`src/rtl/mr1_dbus_pkg.sv`:
```
// rtl/mr1_dbus_pkg.sv - MR1 data-bus size encodings and bridge FSM states
package mr1_dbus_pkg;

  localparam logic [1:0] SIZE_B = 2'd0;
  localparam logic [1:0] SIZE_H = 2'd1;
  localparam logic [1:0] SIZE_W = 2'd2;

  typedef enum logic [1:0] {
    st_idle,
    st_issue,
    st_wait,
    st_rsp
  } state_t;

endpackage

```
`src/rtl/mr1_dbus_lane.sv`:
```
// rtl/mr1_dbus_lane.sv - byte-lane steering: byte enables, store replication, load extraction
module mr1_dbus_lane
  import mr1_dbus_pkg::*;
(
  input  logic [1:0]  size,
  input  logic [1:0]  addr_lo,
  input  logic [31:0] wdata_in,
  input  logic [31:0] rdata_in,
  output logic [3:0]  be,
  output logic [31:0] wdata_out,
  output logic [31:0] rdata_out
);

  logic [31:0] byte_shift;
  logic [31:0] half_shift;

  // Reserved size 3 falls into the word branch; half ignores addr_lo[0].
  always_comb begin
    be         = 4'b1111;
    wdata_out  = wdata_in;
    rdata_out  = rdata_in;
    byte_shift = rdata_in >> {addr_lo, 3'b000};
    half_shift = rdata_in >> {addr_lo[1], 4'b0000};
    case (size)
      SIZE_B: begin
        be        = 4'b0001 << addr_lo;
        wdata_out = {4{wdata_in[7:0]}};
        rdata_out = {24'd0, byte_shift[7:0]};
      end
      SIZE_H: begin
        be        = 4'b0011 << {addr_lo[1], 1'b0};
        wdata_out = {2{wdata_in[15:0]}};
        rdata_out = {16'd0, half_shift[15:0]};
      end
      default: begin
        be        = 4'b1111;
        wdata_out = wdata_in;
        rdata_out = rdata_in;
      end
    endcase
  end

endmodule

```
`src/rtl/mr1_dbus_sram_bridge.sv`:
```
// rtl/mr1_dbus_sram_bridge.sv - MR1 data bus to single-port SRAM bridge; MR1_DBUS_MISALIGN_CHECK_EN adds sticky misalign_err
module mr1_dbus_sram_bridge
  import mr1_dbus_pkg::*;
#(
  parameter int SRAM_AW    = 12,
  parameter int RD_LATENCY = 1
) (
  input  logic               clk,
  input  logic               reset_n,
  input  logic               data_req_valid,
  output logic               data_req_ready,
  input  logic               data_req_wr,
  input  logic [1:0]         data_req_size,
  input  logic [31:0]        data_req_addr,
  input  logic [31:0]        data_req_data,
  output logic               data_rsp_valid,
  output logic [31:0]        data_rsp_data,
  output logic               sram_en,
  output logic               sram_wr,
  output logic [SRAM_AW-1:0] sram_addr,
  output logic [3:0]         sram_be,
  output logic [31:0]        sram_wdata,
  input  logic [31:0]        sram_rdata
`ifdef MR1_DBUS_MISALIGN_CHECK_EN
  ,
  output logic               misalign_err
`endif
);

  localparam int CW = $clog2(RD_LATENCY + 1);

  state_t             state_q, state_d;
  logic               wr_q, wr_d;
  logic [1:0]         size_q, size_d;
  logic [SRAM_AW+1:0] addr_q, addr_d;
  logic [31:0]        data_q, data_d;
  logic [CW-1:0]      cnt_q, cnt_d;
  logic [31:0]        rsp_data_q, rsp_data_d;
  logic [3:0]         lane_be;
  logic [31:0]        lane_rdata;
  logic               mis;
  logic               unused_addr_hi;

  assign unused_addr_hi = ^data_req_addr[31:SRAM_AW+2];

  mr1_dbus_lane u_lane (
    .size      (size_q),
    .addr_lo   (addr_q[1:0]),
    .wdata_in  (data_q),
    .rdata_in  (sram_rdata),
    .be        (lane_be),
    .wdata_out (sram_wdata),
    .rdata_out (lane_rdata)
  );

  // Address and write data come straight from the latched request so they hold between accesses.
  assign sram_addr     = addr_q[SRAM_AW+1:2];
  assign data_rsp_data = rsp_data_q;

`ifdef MR1_DBUS_MISALIGN_CHECK_EN
  logic err_q, err_d;

  // Half on an odd byte, or word/reserved size off a word boundary, is misaligned.
  always_comb begin
    mis   = ((size_q == SIZE_H) && addr_q[0]) || ((size_q >= SIZE_W) && (addr_q[1:0] != 2'b00));
    err_d = err_q | ((state_q == st_issue) && mis);
  end

  assign misalign_err = err_q;
`else
  assign mis = 1'b0;
`endif

  // Request/response FSM: one outstanding access, strobes only in ISSUE.
  always_comb begin
    state_d        = state_q;
    wr_d           = wr_q;
    size_d         = size_q;
    addr_d         = addr_q;
    data_d         = data_q;
    cnt_d          = cnt_q;
    rsp_data_d     = rsp_data_q;
    data_req_ready = 1'b0;
    data_rsp_valid = 1'b0;
    sram_en        = 1'b0;
    sram_wr        = 1'b0;
    sram_be        = 4'b0000;
    case (state_q)
      st_idle: begin
        data_req_ready = 1'b1;
        if (data_req_valid) begin
          wr_d    = data_req_wr;
          size_d  = data_req_size;
          addr_d  = data_req_addr[SRAM_AW+1:0];
          data_d  = data_req_data;
          state_d = st_issue;
        end
      end
      st_issue: begin
        sram_en = ~mis;
        sram_wr = wr_q & ~mis;
        sram_be = mis ? 4'b0000 : lane_be;
        if (wr_q) begin
          state_d = st_idle;
        end else begin
          cnt_d   = CW'(RD_LATENCY);
          state_d = st_wait;
        end
      end
      st_wait: begin
        // Data is valid on the cycle the counter shows 1; <= guards against a stuck zero.
        if (cnt_q <= CW'(1)) begin
          rsp_data_d = mis ? 32'd0 : lane_rdata;
          state_d    = st_rsp;
        end
        if (cnt_q != '0) begin
          cnt_d = cnt_q - CW'(1);
        end
      end
      st_rsp: begin
        data_rsp_valid = 1'b1;
        state_d        = st_idle;
      end
      default: state_d = st_idle;
    endcase
  end

  // State and request registers; reset abandons any in-flight access.
  always_ff @(posedge clk or negedge reset_n) begin
    if (!reset_n) begin
      state_q    <= st_idle;
      wr_q       <= 1'b0;
      size_q     <= 2'd0;
      addr_q     <= '0;
      data_q     <= 32'd0;
      cnt_q      <= '0;
      rsp_data_q <= 32'd0;
`ifdef MR1_DBUS_MISALIGN_CHECK_EN
      err_q      <= 1'b0;
`endif
    end else begin
      state_q    <= state_d;
      wr_q       <= wr_d;
      size_q     <= size_d;
      addr_q     <= addr_d;
      data_q     <= data_d;
      cnt_q      <= cnt_d;
      rsp_data_q <= rsp_data_d;
`ifdef MR1_DBUS_MISALIGN_CHECK_EN
      err_q      <= err_d;
`endif
    end
  end

endmodule

```
`config.mk`:
```
export PLATFORM = sky130hd
export DESIGN_NAME = mr1_dbus_sram_bridge
export DESIGN_NICKNAME = d
export VERILOG_FILES = /design/src/rtl/mr1_dbus_pkg.sv /design/src/rtl/mr1_dbus_lane.sv /design/src/rtl/mr1_dbus_sram_bridge.sv
export SDC_FILE = /design/constraint.sdc
export NUM_CORES = 1
export LEC_CHECK = 0
export CAP_MARGIN = 30
export CORE_MARGIN = 2
export CORE_UTILIZATION = 47
export CTS_BUF_LIST = sky130_fd_sc_hd__clkbuf_8
export CTS_CLUSTER_DIAMETER = 120
export CTS_CLUSTER_SIZE = 28
export DETAILED_ROUTE_END_ITERATION = 7
export PLACE_DENSITY = 0.89
export SLEW_MARGIN = 25
export SYNTH_ARGS = -nofsm -noshare
export SYNTH_HDL_FRONTEND = slang
export SYNTH_SLANG_ARGS = --single-unit
```
`constraint.sdc`:
```
create_clock -name clk -period 2.7 [get_ports clk]
set_clock_uncertainty 0.1 [all_clocks]
set_input_delay 0.54 -clock clk [delete_from_list [all_inputs] [get_ports clk]]
set_output_delay 0.54 -clock clk [all_outputs]
set_load 0.01 [all_outputs]
```
## After elaboration in Yosys (flattened, before gate mapping)

Index checks and enable logic that the tools add are counted.

- $lt $le $gt $ge: 1
- Reductions and logical operators: 7
- Add/subtract/negate cells: 1
- Equal/unequal tests: 7
- Shift operators: 4
- Muxes and demuxes: 15

Operator list:

| cell | number |
|---|---|
| one-hot mux 32 bit (2 select lines) | 2 |
| right shift 32 x 5 -> 16 bit | 1 |
| right shift 32 x 5 -> 8 bit | 1 |
| one-hot mux 2 bit (4 select lines) | 1 |
| one-hot mux 4 bit (2 select lines) | 1 |
| AND reduction 2 bit | 4 |
| 2-to-1 mux 1 bit | 6 |
| 2-to-1 mux 2 bit | 3 |
| != test 2 bit, second input constant | 3 |
| equality test 2 x 1 -> 1 bit, second input constant | 2 |
| equality test 2 bit, second input constant | 2 |
| logical NOT 2 bit | 2 |
| 2-to-1 mux 4 bit | 1 |
| left shift 1 x 2 -> 4 bit, first input constant | 1 |
| left shift 2 x 2 -> 4 bit, first input constant | 1 |
| one-hot mux 1 bit (2 select lines) | 1 |
| nonzero test 2 bit | 1 |
| <= comparator 1 bit, second input constant | 1 |
| subtractor 1 bit, second input constant | 1 |

- Bits of input ports: 102
- Logic and storage cells: 42
- Output and inout bits: 84
- Register bits after elaboration: 84

## Longest topological paths before layout

Gate-level depths: netlist (run 1).

- Word-level depth: 3
- Depth in mapped cells: 7
- Mapped depth without buffers: 4

## By module

A second synthesis (run 1) with hierarchy kept.

- Cells, all modules: 326
- Area, all modules: 4249.1 µm²

By module, submodules not included:

| module | sequential area each (µm²) | times used | area each (µm²) | cells each |
|---|---|---|---|---|
| mr1_dbus_sram_bridge | 2077.0 | 1 | 3251.9 | 199 |
| mr1_dbus_lane | 0.0 | 1 | 997.2 | 127 |

## Least setup slack after synthesis (run 1)

Ideal clock, no wire load.

- Path type: register -> output
- Start point: reg size_q[0]
- End point: out sram_wdata[12]
- Stages on the path, launching flop included: 5
- Required time: 2060 ps
- Setup slack: 825 ps
- Data arrival time: 1235 ps
- Path through: dfrtp_1 -> buf_6 -> nor2_2 -> buf_2 -> mux2_2

- Longest elaborated chain between the ends: 2
- Elaborated cells between the ends (all ways): 3
- Classes of those cells: eq/ne: 1; mux: 1; reduce/logical: 1

Ends and longest elaborated chain:

| item | line | text |
|---|---|---|
| start, declared | mr1_dbus_sram_bridge.sv:34 | `logic [1:0] size_q, size_d;` |
| start signal, assigned | mr1_dbus_sram_bridge.sv:144 | `size_q <= size_d;` |
| equality test 2 x 1 -> 1 bit / logical NOT 2 bit (equally long branches) | mr1_dbus_lane.sv:24 | `case (size)` |
| one-hot mux 32 bit (2 select lines) (*) | mr1_dbus_lane.sv:24 |  |
| end, declared | mr1_dbus_sram_bridge.sv:22 | `output logic [31:0] sram_wdata,` |

Every way passes the cells marked *; elsewhere a longest branch is shown, timed or not.

## Worst setup path in the final report (run 1)

- Start point: reg size_q[0]
- End point: out sram_wdata[31]

The elaborated chain is that of the path after synthesis.

==> results.md, run 1 <==
- Initial DRT Pass Iterations: 4
- Detailed placer's ending HPWL: 8720 microns
- Critical R2R Capture: addr_q[12]$_DFFE_PN0P_
- Chip height: about 100 microns
- CP Cell Sequence: buf_4, mux2i_1, o21ai_0, clkdlybuf4s50_1
- Routability cong.: ~0.9
- Residual DRC: 0
- Number of antenna violations at the first check in global routing: 0
- Synthesis-to-layout area growth: 42.1%
- Num CTS Buffers: 9
- CP max stage cell: clkdlybuf4s50_1
- Die W: 99.9 microns
- Worst slew pin tran: about 0.63 ns
- Routed Antenna Nets: 0
- Avg Cell Area, Syn: approximately 12 sq um
- Synth Area in Compound Gates: about 7.4%
- Critical Path Start Type: register
- Unrepaired setup endpoints after global routing: no
- Layout cells sized above 1: 21.0%
- Total grt overflow: 0
- Wire length of the first global-routing pass: 18100 microns
- CTS tree: yes
- Required @ worst endpoint: around 2 ns
- Worst-path maximum fanout: 10
- Core area: 9060 sq um
- Reg clk slew, reported paths: ~0.09 ns
- Cells after Synth: around 370
- Power per cell area: 1240 nW/um^2
- Synthesized area: approximately 4300 sq um
- Area after DPL: between 5000 and 6000 sq um
- Routed len/inst: 18.3 microns
- Yosys warning count: 0
- Power Total: about 7.6 mW
- Maximum clock frequency: approximately 380 MHz
- Static Leak: around 2.7 nW
- Initial Util: ~48%
- Final nets: around 620
- Largest family of logic cells by synthesized area: multiplexers
- Cells on worst reg2reg path: 4
- GRT Util Overall: 23.3%
- Post-synthesis cell type count: 29
- Rows: 35
- Ant. Diodes: 0
- Fin cells: 635
- Cell area after layout: ~6100 sq um
- WL final: about 12000 microns
- Num Clock Sinks: 83
- Layout Utilization: around two thirds
- Synth Area in XOR/XNOR: 0%
- Outcome: finished, final reports clean
- R2r setup slk: 0.88 ns
- Avg Vias per Cell: roughly 5.4
- Root Buffer: clkbuf_8
- Vias in the first global route: around 3.5k
- Die area: between 9000 and 10000 sq um
- CP Capture Type: primary output
- H-tree levels: 3
- Setup violations, final: 0
- IR drop worst, VDD: around 0.00082 V
- Simple-Gate Fraction of Synth Area: roughly an eighth
- Seq/Total Area, Yosys: roughly 48%
- Fill cells: between 600 and 700
- Max-cap violations: 0
- Mux cell area share after synthesis: between 20% and 30%
- Clock Path Buffers: 2
- Dpl cells: a little over 600
- Largest stage delay on the critical path: between 0.6 and 0.7 ns
- Crit path time final: between 2 and 3 ns
- Post-Synth Adder-Cell Area: 0%
- Pins Over Slew Limit: 0
- Min-Delay Path Depth: 2
- I/O Buffers: about 170
- Starting DRT DRC Count: 94
- Clock Latency Late Sink: ~0.34 ns
- Final Hold Fails: 0
- Hold Crit Start: data_rsp_data[17]$_DFFE_PN0N_
- Hold WC Path Type: reg2reg
- Slew headroom: around 58%
- Top Ports: around 190
- Vias: between 3k and 4k
- Hold Path End: data_rsp_data[17]$_DFFE_PN0N_
- Synthesized flop and latch total: a little over 80
- Arrival time at the worst endpoint: 1.99 ns
- Post-Route Setup TNS: 0 ns
- Pin count of the biggest net entering global routing: roughly 40
- Period utilisation layout: a little over nine tenths
- Syn Nets: between 400 and 500
- Critical path class: reg2out
==> metal layers <==
metal | track usage (%) | vias to the layer above | wire length [microns]
met1 | 27.4 | 1639 | 4510
li1 | - | 1567 | -
met3 | 6.69 | 25 | 1100
met4 | 8.75 | 0 | 310
met2 | 40.5 | 176 | 5690
met5 | 0 | - | 0
==> flip-flops by register name, indices dropped and copies added (netlist names), named ones only <==
| register | flops |
|---|---|
| wr_q | 1 |
| size_q | 2 |
| addr_q | 14 |
| state_q | 1 |
| data_rsp_data | 32 |
| data_q | 32 |
==> critical path: cells and delay by family, from the launching register on <==
family	cells	cell delay, ns
AOI/OAI and AO/OA	1	0.28
buffers and inverters	2	0.82
DFF	1	0.41
muxes	1	0.13
==> stage by stage <==
stage / hold WS [ns] / setup WS (ns)
after floorplan: 0.144 / 0.825
after global placement: 0.350 / 0.352
after detailed placement: 0.355 / 0.323
after CTS: 0.377 / 0.0466
after global routing: 0.406 / 0.00541
final: 0.373 / 0.0747
==> power by group <==
group	switching, mW	total (mW)	internal (mW)
Combinational	1.86	4.48	2.62
Clock	0.462	0.820	0.358
Sequential	0.469	2.34	1.87
==> layout make-up <==
cell class | instances | area, sq um | area share (%)
multi-input cells | 239 | 1910 | 31.1
clock inverters | 6 | 40.0 | 0.651
clock buffers | 10 | 138 | 2.24
inverters | 2 | 7.51 | 0.122
flip-flops and latches | 83 | 2080 | 33.8
repair buffers | 184 | 1830 | 29.8
well taps | 111 | 139 | 2.26
==> synth_stat cells (all sizes together) <==
cell type | instances | area [sq um]
and2 | 6 | 37.5
a31oi | 5 | 31.3
a32oi | 4 | 35.0
nor2 | 28 | 110
a2bb2oi | 3 | 26.3
nand2 | 46 | 173
dfrtp | 83 | 2080
buf | 40 | 314
nor3b | 3 | 37.5
inv | 2 | 7.51
mux2 | 68 | 927
clkbuf | 7 | 26.3
o21ai | 20 | 100
nand2b | 3 | 26.3
a221oi | 8 | 70.1
nand3 | 16 | 80.1
nor2b | 2 | 12.5
nor3 | 1 | 5.00
a21oi | 5 | 25.0
o22a | 3 | 26.3
mux2i | 14 | 140
nor4bb | 3 | 30.0
a21o | 1 | 7.51
==> cells by family (layout without fill, tap and decap cells) <==
| family | count (synthesis) | count (layout) |
|---|---|---|
| AO/OA/AOI/OAI | 49 | 49 |
| buffers and inverters | 49 | 202 |
| flip-flops | 83 | 83 |
| multiplexers | 82 | 82 |
| AND/OR/NAND/NOR | 108 | 108 |
==> what timing repair did <==
action / 4_1_cts / 5_1_grt
hold buffers: 1 / 0
buffers inserted: 1 / 1
gates resized for setup: 3 / 1
hold endpoints to repair: 22 / 0
setup endpoints to repair: 10 / 2
==> layout by cell type, fill, tap and decap left out, drive strengths merged, types with 10 or more instances in the layout <==
| cell type | count |
|---|---|
| o21ai | 20 |
| buf | 17 |
| clkdlybuf4s50 | 166 |
| nand3 | 16 |
| nand2 | 46 |
| dfrtp | 83 |
| mux2 | 68 |
| nor2 | 28 |
| mux2i | 14 |
| clkbuf | 10 |
==> worst max-delay path by stage <==
| stage | startpoint | endpoint | slack, ns | cells past startpoint |
|---|---|---|---|---|
| global route | size_q[1]$_DFFE_PN0P_ | sram_wdata[13] | 0.005 | 4 |
| global placement | state_q[0]$_DFFE_PN0P_ | sram_be[2] | 0.35 | 4 |
| CTS | size_q[1]$_DFFE_PN0P_ | sram_wdata[11] | 0.05 | 4 |
| floorplan | size_q[0]$_DFFE_PN0P_ | sram_wdata[12] | 0.83 | 4 |
| finish | size_q[0]$_DFFE_PN0P_ | sram_wdata[31] | 0.07 | 4 |
| detailed placement | size_q[1]$_DFFE_PN0P_ | sram_be[2] | 0.32 | 4 |
(Power assumes the default switching activity.)
==> inputs of run 2 (changes only) <==
- CORE_UTILIZATION: 47 -> 30
- PLACE_DENSITY: 0.89 -> 0.61
==> results.md, run 2 (synthesis results as in run 1) <==
- Reg clk slew, reported paths: 0.09 ns (about the same)
- Routed len/inst: 17.1 microns (-6.4%)
- Root Buffer: clkbuf_8
- Layout Utilization: 44.7% (-23 points)
- Num Clock Sinks: 83 (unchanged)
- Wire length of the first global-routing pass: 18600 microns (+2.7%)
- Maximum clock frequency: 384 MHz (+0.75%)
- Power per cell area: 1230 nW/um^2 (-0.86%)
- Detailed placer's ending HPWL: 9020 microns (+3.4%)
- Worst setup slack after layout: 0.0943 ns (+0.0196 ns)
- Leading cell types in the layout, fill and taps excluded: 164 x clkdlybuf4s50_1, 82 x dfrtp_1, 46 x nand2_1, 43 x mux2_4, 26 x nor2_1
- Required @ worst endpoint: 2.06 ns (about the same)
- Routed Antenna Nets: 0 (unchanged)
- Fin cells: 706 (+11%)
- Crit path time final: 2.61 ns (-0.0196 ns)
- Top Ports: 186 (unchanged)
- Layout cells sized above 1: 21.1% (+0.11 points)
- Number of antenna violations at the first check in global routing: 0 (unchanged)
- Core area: 14000 sq um (+54%)
- Die W: 124 microns (+24%)
- Post-Route Setup TNS: 0 ns (unchanged)
- GRT Util Overall: 16.2% (-7.1 points)
- WL final: 12100 microns (+4.1%)
- Vias: 3305 (-3.0%)
- Worst-path maximum fanout: 9 (-1)
- Most common cell after layout, fill and taps aside: clkdlybuf4s50_1
- Rows: 43 (+23%)
- Initial Util: 30.9% (-17 points)
- Worst slew pin tran: 0.657 ns (+0.0217 ns)
- Chip height: 124 microns (+24%)
- Setup violations, final: 0 (unchanged)
- CTS tree: yes
- Hold WC Path Type: in2async
- H-tree levels: 3 (unchanged)
- CP Capture Type: primary output
- I/O Buffers: 167 (unchanged)
- Critical Path Start Type: register
- Ant. Diodes: 0 (unchanged)
- Pin count of the biggest net entering global routing: 43 (+4.9%)
- Critical path class: reg2out
- Final nets: 623 (+0.32%)
- Starting DRT DRC Count: 110 (+17%)
- Synthesis-to-layout area growth: 44.7%
- Num CTS Buffers: 9 (unchanged)
- Avg Vias per Cell: 4.68 (-13%)
- Routability cong.: 0.857 (-5.2%)
- DP Worst Slack: 0.379 ns (+0.0564 ns)
- Cell area after layout: 6260 sq um (+1.8%)
- Unrepaired setup endpoints after global routing: no
- Clock Path Buffers: 2 (unchanged)
- Max-cap violations: 0 (unchanged)
- Cells on worst reg2reg path: 5 (+1)
- Outcome: finished, final reports clean
- IR drop worst, VDD: 0.000608 V (-26%)
- Dpl cells: 687 (+12%)
- Area after DPL: 6030 sq um (+1.7%)
- Clock Latency Late Sink: 0.37 ns (+0.03 ns)
- Period utilisation layout: 96.5% (-0.72 points)
- Vias in the first global route: 3499 (-1.0%)
- Pins Over Slew Limit: 0 (unchanged)
- Arrival time at the worst endpoint: 1.97 ns (-0.02 ns)
- Total grt overflow: 0 (unchanged)
- Residual DRC: 0 (unchanged)
- Static Leak: 2.72 nW (+1.5%)
- Slew headroom: 56.2% (-1.4 points)
- Die area: 15400 sq um (+54%)
- Initial DRT Pass Iterations: 4 (unchanged)
- Final Hold Fails: 0 (unchanged)
## run 2: changes by cell type in the layout (fill, tap and decap cells not counted), sizes merged
cell,previous run,this run
buf,17,20
clkinvlp,3,2
bufinv,0,1
dlymetal6s2s,0,2
dlygate4sd3,1,0
clkdlybuf4s50,166,164
## run 2: per-stage QoR
stage / power [mW] / hold slack, ns
after CTS: 7.83 / 0.0534
after detailed placement: 6.83 / 0.357
after global placement: 6.78 / 0.355
after global routing: 8.28 / 0.0876
final: 7.71 / 0.0397
after floorplan: 4.94 / 0.144
## run 2: timing repair
action / 4_1_cts / 5_1_grt
resized for setup: 0 / 3
buffers inserted: 3 / 0
hold buffers: 0 / 0
pin swaps: 0 / 0
endpoints found under the hold margin: 0 / 0
setup endpoints to repair: 7 / 8
## run 2: final timing paths
| path | start | end | slack (ns) |
|---|---|---|---|
| max | size_q[1]$_DFFE_PN0P_ | sram_wdata[15] | 0.09 |
| max in group asynchronous | reset_n | size_q[1]$_DFFE_PN0P_ | 1.80 |
| max reg2reg | size_q[1]$_DFFE_PN0P_ | data_rsp_data[10]$_DFFE_PN0N_ | 0.78 |
| min in group clk | data_rsp_data[25]$_DFFE_PN0N_ | data_rsp_data[25]$_DFFE_PN0N_ | 0.37 |
| min reg2reg | data_rsp_data[25]$_DFFE_PN0N_ | data_rsp_data[25]$_DFFE_PN0N_ | 0.37 |
| min | reset_n | data_rsp_data[1]$_DFFE_PN0N_ | 0.04 |
## run 2: power breakdown
group          switching (mW)  internal, mW
clock                   0.469         0.445
combinational            1.84          2.63
sequential              0.457          1.87
## run 2: per-layer routing
layer	up-vias	share of wire (%)	GRT usage [%]
met5	-	0	0
met4	0	2.0	5.90
met3	19	11	6.36
met2	161	45	26.2
met1	1554	42	19.5
li1	1571	-	-
## run 2: final cells by class
cell class	instances	area (sq um)
repair buffers	186	1850
multi-input cells	239	1910
inverters	2	7.51
clock buffers	10	138
flip-flops and latches	83	2080
clock inverters	6	57.6
fillers	1317	7730
well taps	180	225
## run 2: worst max-delay path: stages, from the launching register on
cell and delay, ns:
dfrtp_2 0.46, nor2_2 0.15, buf_6 0.17, mux2_2 0.35, clkdlybuf4s50_1 0.48
==> inputs of run 3 (changes only) <==
- clock period: 2.7 -> 2.69 ns (I/O delays scaled with it)
==> results.md, run 3 (synthesis results as in run 1) <==
- Outcome: finished, final reports clean
- Rows: 43 (unchanged)
- Synthesis-to-layout area growth: 44.3%
- Max-cap violations: 0 (unchanged)
- Unrepaired setup endpoints after global routing: no
- Hold WC Path Type: in2async
- Initial DRT Pass Iterations: 4 (unchanged)
- Crit path time final: about 2.6 ns
- Fin cells: 706 (unchanged)
- Reg clk slew, reported paths: 0.08 ns (about the same)
- Top Ports: 186 (unchanged)
- Register area: 2080 sq um (unchanged)
- Dpl cells: 687 (unchanged)
- Hold slack: 0.0571 ns (+0.0174 ns)
- Worst slew pin tran: 0.655 ns (-0.00177 ns)
- Starting DRT DRC Count: 117 (+6.4%)
- Total grt overflow: 0 (unchanged)
- Multi-input logic area: 1910 sq um (+0.39%)
- CP delay by family, top: buffers and inverters
- Final nets: 623 (unchanged)
- Core area: 14000 sq um (unchanged)
- Wire length of the first global-routing pass: 18600 microns (about the same)
- CTS tree: yes
- Worst-path maximum fanout: 9 (unchanged)
- I/O Buffers: 167 (unchanged)
- Buf/Inv on CP: 2 (unchanged)
- Slew headroom: 56.3% (+0.12 points)
- Area after DPL: 6030 sq um (unchanged)
- Residual DRC: 0 (unchanged)
- Layout Utilization: 44.6% (-0.12 points)
- Period utilisation layout: between 90% and 100%
- Final Hold Fails: 0 (unchanged)
- Clock Path Buffers: 2 (unchanged)
- Largest stage delay on the critical path: 0.48 ns (about the same)
- Power per cell area: 1230 nW/um^2 (-0.25%)
- Static Leak: 2.71 nW (-0.19%)
- DP Worst Slack: 0.378 ns (-0.00167 ns)
- Ant. Diodes: 0 (unchanged)
- Num Clock Sinks: 83 (unchanged)
- Die area: 15400 sq um (unchanged)
- Number of antenna violations at the first check in global routing: 0 (unchanged)
- CP max stage cell: clkdlybuf4s50_1
- CP Capture Type: primary output
- Detailed placer's ending HPWL: 9140 microns (+1.4%)
- Chip height: 124 microns (unchanged)
- Pin count of the biggest net entering global routing: 43 (unchanged)
- Vias: 3353 (+1.5%)
- Most common cell after layout, fill and taps aside: clkdlybuf4s50_1
- CP Cell Sequence: nor2_4, buf_6, mux2_2, clkdlybuf4s50_1
- Critical Path Start Type: register
- CTS Hold Bufs: 0 (unchanged)
- Pins Over Slew Limit: 0 (unchanged)
- Clock Latency Late Sink: 0.36 ns (about the same)
- Fill cells: 1361 (+3.3%)
- Critical path class: reg2out
- Setup violations, final: 0 (unchanged)
- Routed len/inst: 17.5 microns (+2.2%)
- Worst setup slack after layout: 0.105 ns (+0.0106 ns)
- Num CTS Buffers: 9 (unchanged)
- Routed Antenna Nets: 0 (unchanged)
- WL final: 12300 microns (+2.2%)
- Layout cells sized above 1: 21.3% (+0.19 points)
- Avg Vias per Cell: 4.75 (+1.5%)
- Vias in the first global route: 3514 (+0.43%)
- Required @ worst endpoint: 2.05 ns (about the same)
- H-tree levels: 3 (unchanged)
- Maximum clock frequency: 387 MHz
- Initial Util: 30.9% (unchanged)
- Post-Route Setup TNS: 0 ns (unchanged)
- Arrival time at the worst endpoint: 1.95 ns (-0.02 ns)
- IR drop worst, VDD: 0.000611 V (+0.46%)
- Root Buffer: clkbuf_8
- GRT Util Overall: 16.1% (-0.092 points)
- Routability cong.: 0.857 (about the same)
- Leading cell types in the layout, fill and taps excluded: 164 x clkdlybuf4s50_1, 82 x dfrtp_1, 46 x nand2_1, 43 x mux2_4, 26 x nor2_1
- Power Total: 7.67 mW (-0.51%)
- Die W: 124 microns (unchanged)
- Cell area after layout: 6240 sq um (-0.26%)
-- run 3: cell types whose count changed in the layout (fill, tap and decap cells not counted), sizes merged --
cell and change:
clkinv +2, bufinv -1, clkinvlp -1
-- run 3: area by class of cell --
cell class	instances	area share (%)
multi-input combinational	239	30.7
inverter	2	0.120
clock buffer	10	2.21
clock inverter	6	0.541
timing repair buffer	186	29.6
sequential	83	33.3
tap	180	3.61
-- run 3: final timing paths --
kind                                               start                             to  slack (ns)  cells past startpoint
max                                size_q[1]$_DFFE_PN0P_                 sram_wdata[15]        0.10                      4
min                                              reset_n   data_rsp_data[1]$_DFFE_PN0N_        0.06                      1
max reg2reg                        size_q[1]$_DFFE_PN0P_  data_rsp_data[10]$_DFFE_PN0N_        0.80                      5
min reg2reg                data_rsp_data[26]$_DFFE_PN0N_  data_rsp_data[26]$_DFFE_PN0N_        0.37                      2
max in group asynchronous                        reset_n          size_q[1]$_DFFE_PN0P_        1.78                      2
min in group clk           data_rsp_data[26]$_DFFE_PN0N_  data_rsp_data[26]$_DFFE_PN0N_        0.37                      2
-- run 3: timing repair --
action                     in CTS  in global routing
setup endpoints to repair       7                  8
buffers inserted                3                  0
pin swaps                       0                  0
resized for setup               0                  5
-- run 3: metal layers --
layer	vias up	routed length, microns	track usage, %
met5	-	0	0
met4	0	238	6.39
met3	17	1200	5.63
met2	152	5600	26.0
met1	1618	5310	19.6
li1	1566	-	-
-- run 3: worst reg2reg max path: stages (launching register included) --
cell	delay, ns
dfrtp_2	0.47
buf_4	0.16
buf_4	0.23
a21o_1	0.33
a221oi_1	0.41
nor2_1	0.07
-- run 3: report_power, final --
group          internal, mW  switching, mW
registers              1.88          0.473
logic                  2.65           1.86
clock network         0.353          0.467
total                  4.88           2.80
